[src/rtl/stopwatch_ctrl.sv]
// stopwatch_ctrl: start/stop/clear/lap sequencer for an SS.cc BCD stopwatch.
// An internal prescaler divides clk down to the centisecond count rate.
// Optional lap feature: define STOPWATCH_LAP_EN to build the LAP state and lap latch.
module stopwatch_ctrl #(
  parameter int unsigned CLK_HZ  = 50_000_000,
  parameter int unsigned TICK_HZ = 100
) (
  input  logic        clk,
  input  logic        rst_n,
  input  logic        start_stop,
  input  logic        clear,
  input  logic        lap,
  output logic [15:0] disp_bcd,
  output logic        running,
  output logic        lap_active,
  output logic        tick,
  output logic        wrap
);

  localparam int unsigned DIV = CLK_HZ / TICK_HZ;
  localparam int unsigned PW  = (DIV > 1) ? $clog2(DIV) : 1;
  localparam logic [PW-1:0] PSC_MAX = PW'(DIV - 1);

  typedef enum logic [1:0] {
    S_IDLE,
    S_RUN,
`ifdef STOPWATCH_LAP_EN
    S_LAP,
`endif
    S_PAUSE
  } state_t;

  state_t        state_q, state_d;
  logic [PW-1:0] psc_q, psc_d;
  logic [15:0]   count_q, count_d;
  logic [15:0]   disp_q, disp_d;
  logic          running_q, running_d;
  logic          tick_q, tick_d;
  logic          wrap_q, wrap_d;
  logic [15:0]   inc_cnt;
  logic          inc_wrap;
  logic          active;
  logic          inc;

`ifdef STOPWATCH_LAP_EN
  logic [15:0]   latch_q, latch_d;
  logic          lap_active_q, lap_active_d;
`else
  logic          unused_lap;
  assign unused_lap = lap;
`endif

  // BCD ripple increment of the live count; sec_tens rolling 5->0 is the wrap
  always_comb begin
    inc_cnt  = count_q;
    inc_wrap = 1'b0;
    if (count_q[3:0] < 4'd9) begin
      inc_cnt[3:0] = count_q[3:0] + 4'd1;
    end else begin
      inc_cnt[3:0] = '0;
      if (count_q[7:4] < 4'd9) begin
        inc_cnt[7:4] = count_q[7:4] + 4'd1;
      end else begin
        inc_cnt[7:4] = '0;
        if (count_q[11:8] < 4'd9) begin
          inc_cnt[11:8] = count_q[11:8] + 4'd1;
        end else begin
          inc_cnt[11:8] = '0;
          if (count_q[15:12] < 4'd5) begin
            inc_cnt[15:12] = count_q[15:12] + 4'd1;
          end else begin
            inc_cnt[15:12] = '0;
            inc_wrap       = 1'b1;
          end
        end
      end
    end
  end

  // Next state, prescaler, count and registered-output values
  always_comb begin
    state_d   = state_q;
    psc_d     = psc_q;
    count_d   = count_q;
    tick_d    = 1'b0;
    wrap_d    = 1'b0;
`ifdef STOPWATCH_LAP_EN
    latch_d   = latch_q;
    active    = (state_q == S_RUN) || (state_q == S_LAP);
`else
    active    = (state_q == S_RUN);
`endif
    inc       = active && (psc_q == PSC_MAX);

    if (active) begin
      psc_d = inc ? '0 : psc_q + 1'b1;
    end
    if (inc) begin
      count_d = inc_cnt;
      tick_d  = 1'b1;
      wrap_d  = inc_wrap;
    end

    // Button handling overrides the count path only where clear demands it;
    // start_stop/lap change the state but let a coincident increment land.
    if (clear) begin
      state_d = S_IDLE;
      psc_d   = '0;
      count_d = '0;
      tick_d  = 1'b0;
      wrap_d  = 1'b0;
`ifdef STOPWATCH_LAP_EN
      latch_d = '0;
`endif
    end else if (start_stop) begin
      unique case (state_q)
        S_IDLE:  state_d = S_RUN;
        S_RUN:   state_d = S_PAUSE;
        S_PAUSE: state_d = S_RUN;
`ifdef STOPWATCH_LAP_EN
        S_LAP:   state_d = S_PAUSE;
`endif
        default: state_d = S_IDLE;
      endcase
`ifdef STOPWATCH_LAP_EN
    end else if (lap) begin
      if (state_q == S_RUN) begin
        state_d = S_LAP;
        latch_d = count_q;
      end else if (state_q == S_LAP) begin
        state_d = S_RUN;
      end
`endif
    end

`ifdef STOPWATCH_LAP_EN
    running_d    = (state_d == S_RUN) || (state_d == S_LAP);
    lap_active_d = (state_d == S_LAP);
    disp_d       = (state_d == S_LAP) ? latch_d : count_d;
`else
    running_d    = (state_d == S_RUN);
    disp_d       = count_d;
`endif
  end

  // State and output registers with synchronous active-low reset
  always_ff @(posedge clk) begin
    if (!rst_n) begin
      state_q      <= S_IDLE;
      psc_q        <= '0;
      count_q      <= '0;
      disp_q       <= '0;
      running_q    <= 1'b0;
      tick_q       <= 1'b0;
      wrap_q       <= 1'b0;
`ifdef STOPWATCH_LAP_EN
      latch_q      <= '0;
      lap_active_q <= 1'b0;
`endif
    end else begin
      state_q      <= state_d;
      psc_q        <= psc_d;
      count_q      <= count_d;
      disp_q       <= disp_d;
      running_q    <= running_d;
      tick_q       <= tick_d;
      wrap_q       <= wrap_d;
`ifdef STOPWATCH_LAP_EN
      latch_q      <= latch_d;
      lap_active_q <= lap_active_d;
`endif
    end
  end

  assign disp_bcd = disp_q;
  assign running  = running_q;
  assign tick     = tick_q;
  assign wrap     = wrap_q;
`ifdef STOPWATCH_LAP_EN
  assign lap_active = lap_active_q;
`else
  assign lap_active = 1'b0;
`endif

endmodule
[config.mk]
export PLATFORM = sky130hd
export DESIGN_NAME = stopwatch_ctrl
export DESIGN_NICKNAME = d
export VERILOG_FILES = /design/src/rtl/stopwatch_ctrl.sv
export SDC_FILE = /design/constraint.sdc
export NUM_CORES = 1
export LEC_CHECK = 0
export CAP_MARGIN = 20
export CORE_MARGIN = 1
export CORE_UTILIZATION = 40
export DETAILED_ROUTE_END_ITERATION = 6
export MAX_ROUTING_LAYER = met4
export PLACE_DENSITY = 0.7
export RECOVER_POWER = 50
export SYNTH_ARGS = -nofsm -noshare
export SYNTH_HDL_FRONTEND = slang
export SYNTH_SLANG_ARGS = --single-unit
[constraint.sdc]
create_clock -name clk -period 4.15 [get_ports clk]
set_input_delay 0.415 -clock clk [delete_from_list [all_inputs] [get_ports clk]]
set_output_delay 0.415 -clock clk [all_outputs]
set_load 0.01 [all_outputs]
==> reports/results.ini <==
[floorplan]
initial_core_util_pct=41.4
io_pins=25
die_w_um=74.5
die-area_um2=5550
num_rows=26
die_h_um=74.5
design.core.area_um2=5070

[cts]
htree_num_levels=2
cts_tree=done
ctsResizeCount=0
clockRootBuffer=clkbuf_8
post_cts_buffers=0
cts_max_path_buffers=2
clock-sinks=40
cts.clk_slew.worst_paths_ns=0.07
hold_buffers=0
clk_latency_ns=0.29
cts_made_buffers=5

[worst_setup_path]
arrival_ns=2.73
crit_path_start_kind=flip-flop
worst-path-max-fanout=16
worst_setup_path_end_kind=flip-flop
critical_path_required_ns=4.30
crit_type=reg2reg

[yosys]
ys_types=48
mappedNetlistNets=265
avgSynthCellArea_um2=8.38
synth-seq-area-share_pct=38.1
synth_edf_count=0
yosysWarnings=0
yosys_most_used_dff=dfxtp_1
synthCells=251
ys_async_sr_fraction_pct=0
syn-cell-area_um2=2100
ys_seq_elements=40

[timing]
finalSetupViolCount=0
final.setup_skew_ns=0.00741
hold_viol_final=0
rsz0062_at_grt=false
slew_violations=0
max_slew_margin_pct=40.6
fmax_mhz=387
fin_ws_ns=1.57
timing.final.crit_share_pct=62.2
tns_ns=0
fin_crit_ns=2.58
worst_pin_slew_ns=0.883

[power_and_ir_drop]
p_per_area_nw_per_um2=267
pwr-share-clk_pct=37.8
switching_share_pct=22.2
switchingPower_uw=145
p_leak_uw=0.000834
power_frac_seq_pct=59.2
power_frac_comb_pct=3.0
max-vdd-ir-drop_v=0.000154
internal_power_uw=507

[place]
dp_slack_ns=1.76
port-buffer-count=22
hpwlAfterDp_mm=3.06
routabilityCongestion=0.820

[layout]
seq_area_um2=801
multi_input_area_um2=1190
fill_cells=514
drive_above_1_share_pct=4.81
syn2layout_area_growth_pct=16.1
antenna_cells=0
nNetsFinal=284

[drt]
viasPerCell=5.45
detail-route-antenna-nets=0
totalWireLength_mm=4.39
drt_iter0_drc=142
dr_total_vias=1853
drc=0
drt_first_pass_iters=4
wl_per_cell_um=12.9

[hold_path]
hp-class=reg2reg

[global_routing]
grt_usage_pct=18.6
grt_overflow=0
grt_pass1_wl_mm=7.68
grt_pass1_vias=1704
grt_max_degree=21
grt_antenna_before_repair=0

[run_status]
run_status=completed

[run]
max-cap-violations=0

[worst paths after layout]
kind	start	end	slack, ns	cells after the start
max	psc_q[0]	psc_q[6]	1.57	6
max reg2reg	psc_q[0]	psc_q[6]	1.57	6
min reg2reg	psc_q[1]	psc_q[1]	0.48	2
min	psc_q[1]	psc_q[1]	0.48	2
[synthesized netlist by cell type (4+ instances only)]
| cell type | instances | area [µm²] |
|---|---|---|
| a21oi_1 | 13 | 65.1 |
| and3_1 | 4 | 25.0 |
| clkbuf_1 | 8 | 30.0 |
| dfxtp_1 | 40 | 801 |
| ha_1 | 9 | 113 |
| inv_1 | 14 | 52.6 |
| mux2i_1 | 8 | 80.1 |
| nand2_1 | 21 | 78.8 |
| nand2b_1 | 5 | 31.3 |
| nand3_1 | 16 | 80.1 |
| nand4_1 | 9 | 56.3 |
| nor2_1 | 17 | 63.8 |
| nor3_1 | 4 | 20.0 |
| nor4_1 | 5 | 31.3 |
| o21ai_0 | 12 | 60.1 |
| or3_1 | 8 | 50.1 |
| or4_1 | 7 | 52.6 |
| xor2_1 | 8 | 70.1 |
[power by group through the flow]
stage | clock network, µW | registers [µW] | logic (µW)
3_3_place_gp | 0 | 395 | 20.4
2_1_floorplan | 0 | 395 | 13.0
6_report | 246 | 386 | 19.6
3_5_place_dp | 0 | 395 | 20.7
5_1_grt | 270 | 386 | 21.8
4_1_cts | 253 | 386 | 20.7
[critical path: stages, from the launching register on]
cell	delay (ns)
dfxtp_1	0.37
ha_1	0.16
and3b_1	0.39
nand4b_1	0.52
o21ai_0	0.31
clkbuf_1	0.57
nor2_1	0.11
[cell families after synthesis]
group | Yosys count | synth area share, %
buffers and inverters | 26 | 5.23
xor gates and xnor gates | 10 | 4.16
muxes | 9 | 4.34
other | 1 | 0.178
DFF | 40 | 38.1
adders and majority gates | 9 | 5.35
and+or+nand+nor | 116 | 31.3
AOI/OAI and AO/OA | 40 | 11.4
[layer usage]
metal | share of wire, % | wire (µm) | global-route usage, %
met3 | 3.7 | 162 | 4.07
met2 | 45 | 1970 | 29.5
met5 | 0 | 0 | -
met1 | 50 | 2200 | 23.2
met4 | 1.3 | 57 | 6.92
[cells in the final DEF, fill, tap and decap left out, drive strengths merged, types with 3 or more instances in the layout]
| cell | instances |
|---|---|
| o211ai | 3 |
| nor2 | 17 |
| nor4 | 5 |
| or4 | 8 |
| or3 | 8 |
| nand3 | 16 |
| clkbuf | 7 |
| inv | 14 |
| ha | 9 |
| and3 | 4 |
| xor2 | 8 |
| nand2 | 21 |
| nand4 | 9 |
| o21ai | 14 |
| dfxtp | 40 |
| nand2b | 5 |
| a21oi | 13 |
| dlygate4sd3 | 20 |
| a211oi | 3 |
| mux2i | 8 |
| and2 | 3 |
| or4b | 3 |
| nor3 | 5 |
[layout make-up]
class | count | share of cell area (%)
Clock buffer | 6 | 2.97
Clock inverter | 1 | 0.205
Inverter | 14 | 2.15
Multi-Input combinational cell | 185 | 48.8
Sequential cell | 40 | 32.8
Tap cell | 70 | 3.59
Timing Repair Buffer | 24 | 9.48
[registers in the layout (all words and copies together), names as in the netlist]
| signal | cells |
|---|---|
| disp_bcd | 16 |
| psc_q | 19 |
| running | 1 |
| state_q | 2 |
| tick | 1 |
| wrap | 1 |
[through the flow]
stage               total power, µW  utilization, %  area, µm²  hold WS, ns  std cells
floorplan                       408               -       2100        0.445        251
global placement                416            46.7       2370        0.457        333
detailed placement              416            46.7       2370        0.474        333
CTS                             659            48.2       2450        0.484        340
global route                    678            48.1       2440        0.510        340
finish                          652            48.1       2440        0.478        340
Note: power is estimated with default switching activity, not from simulation.
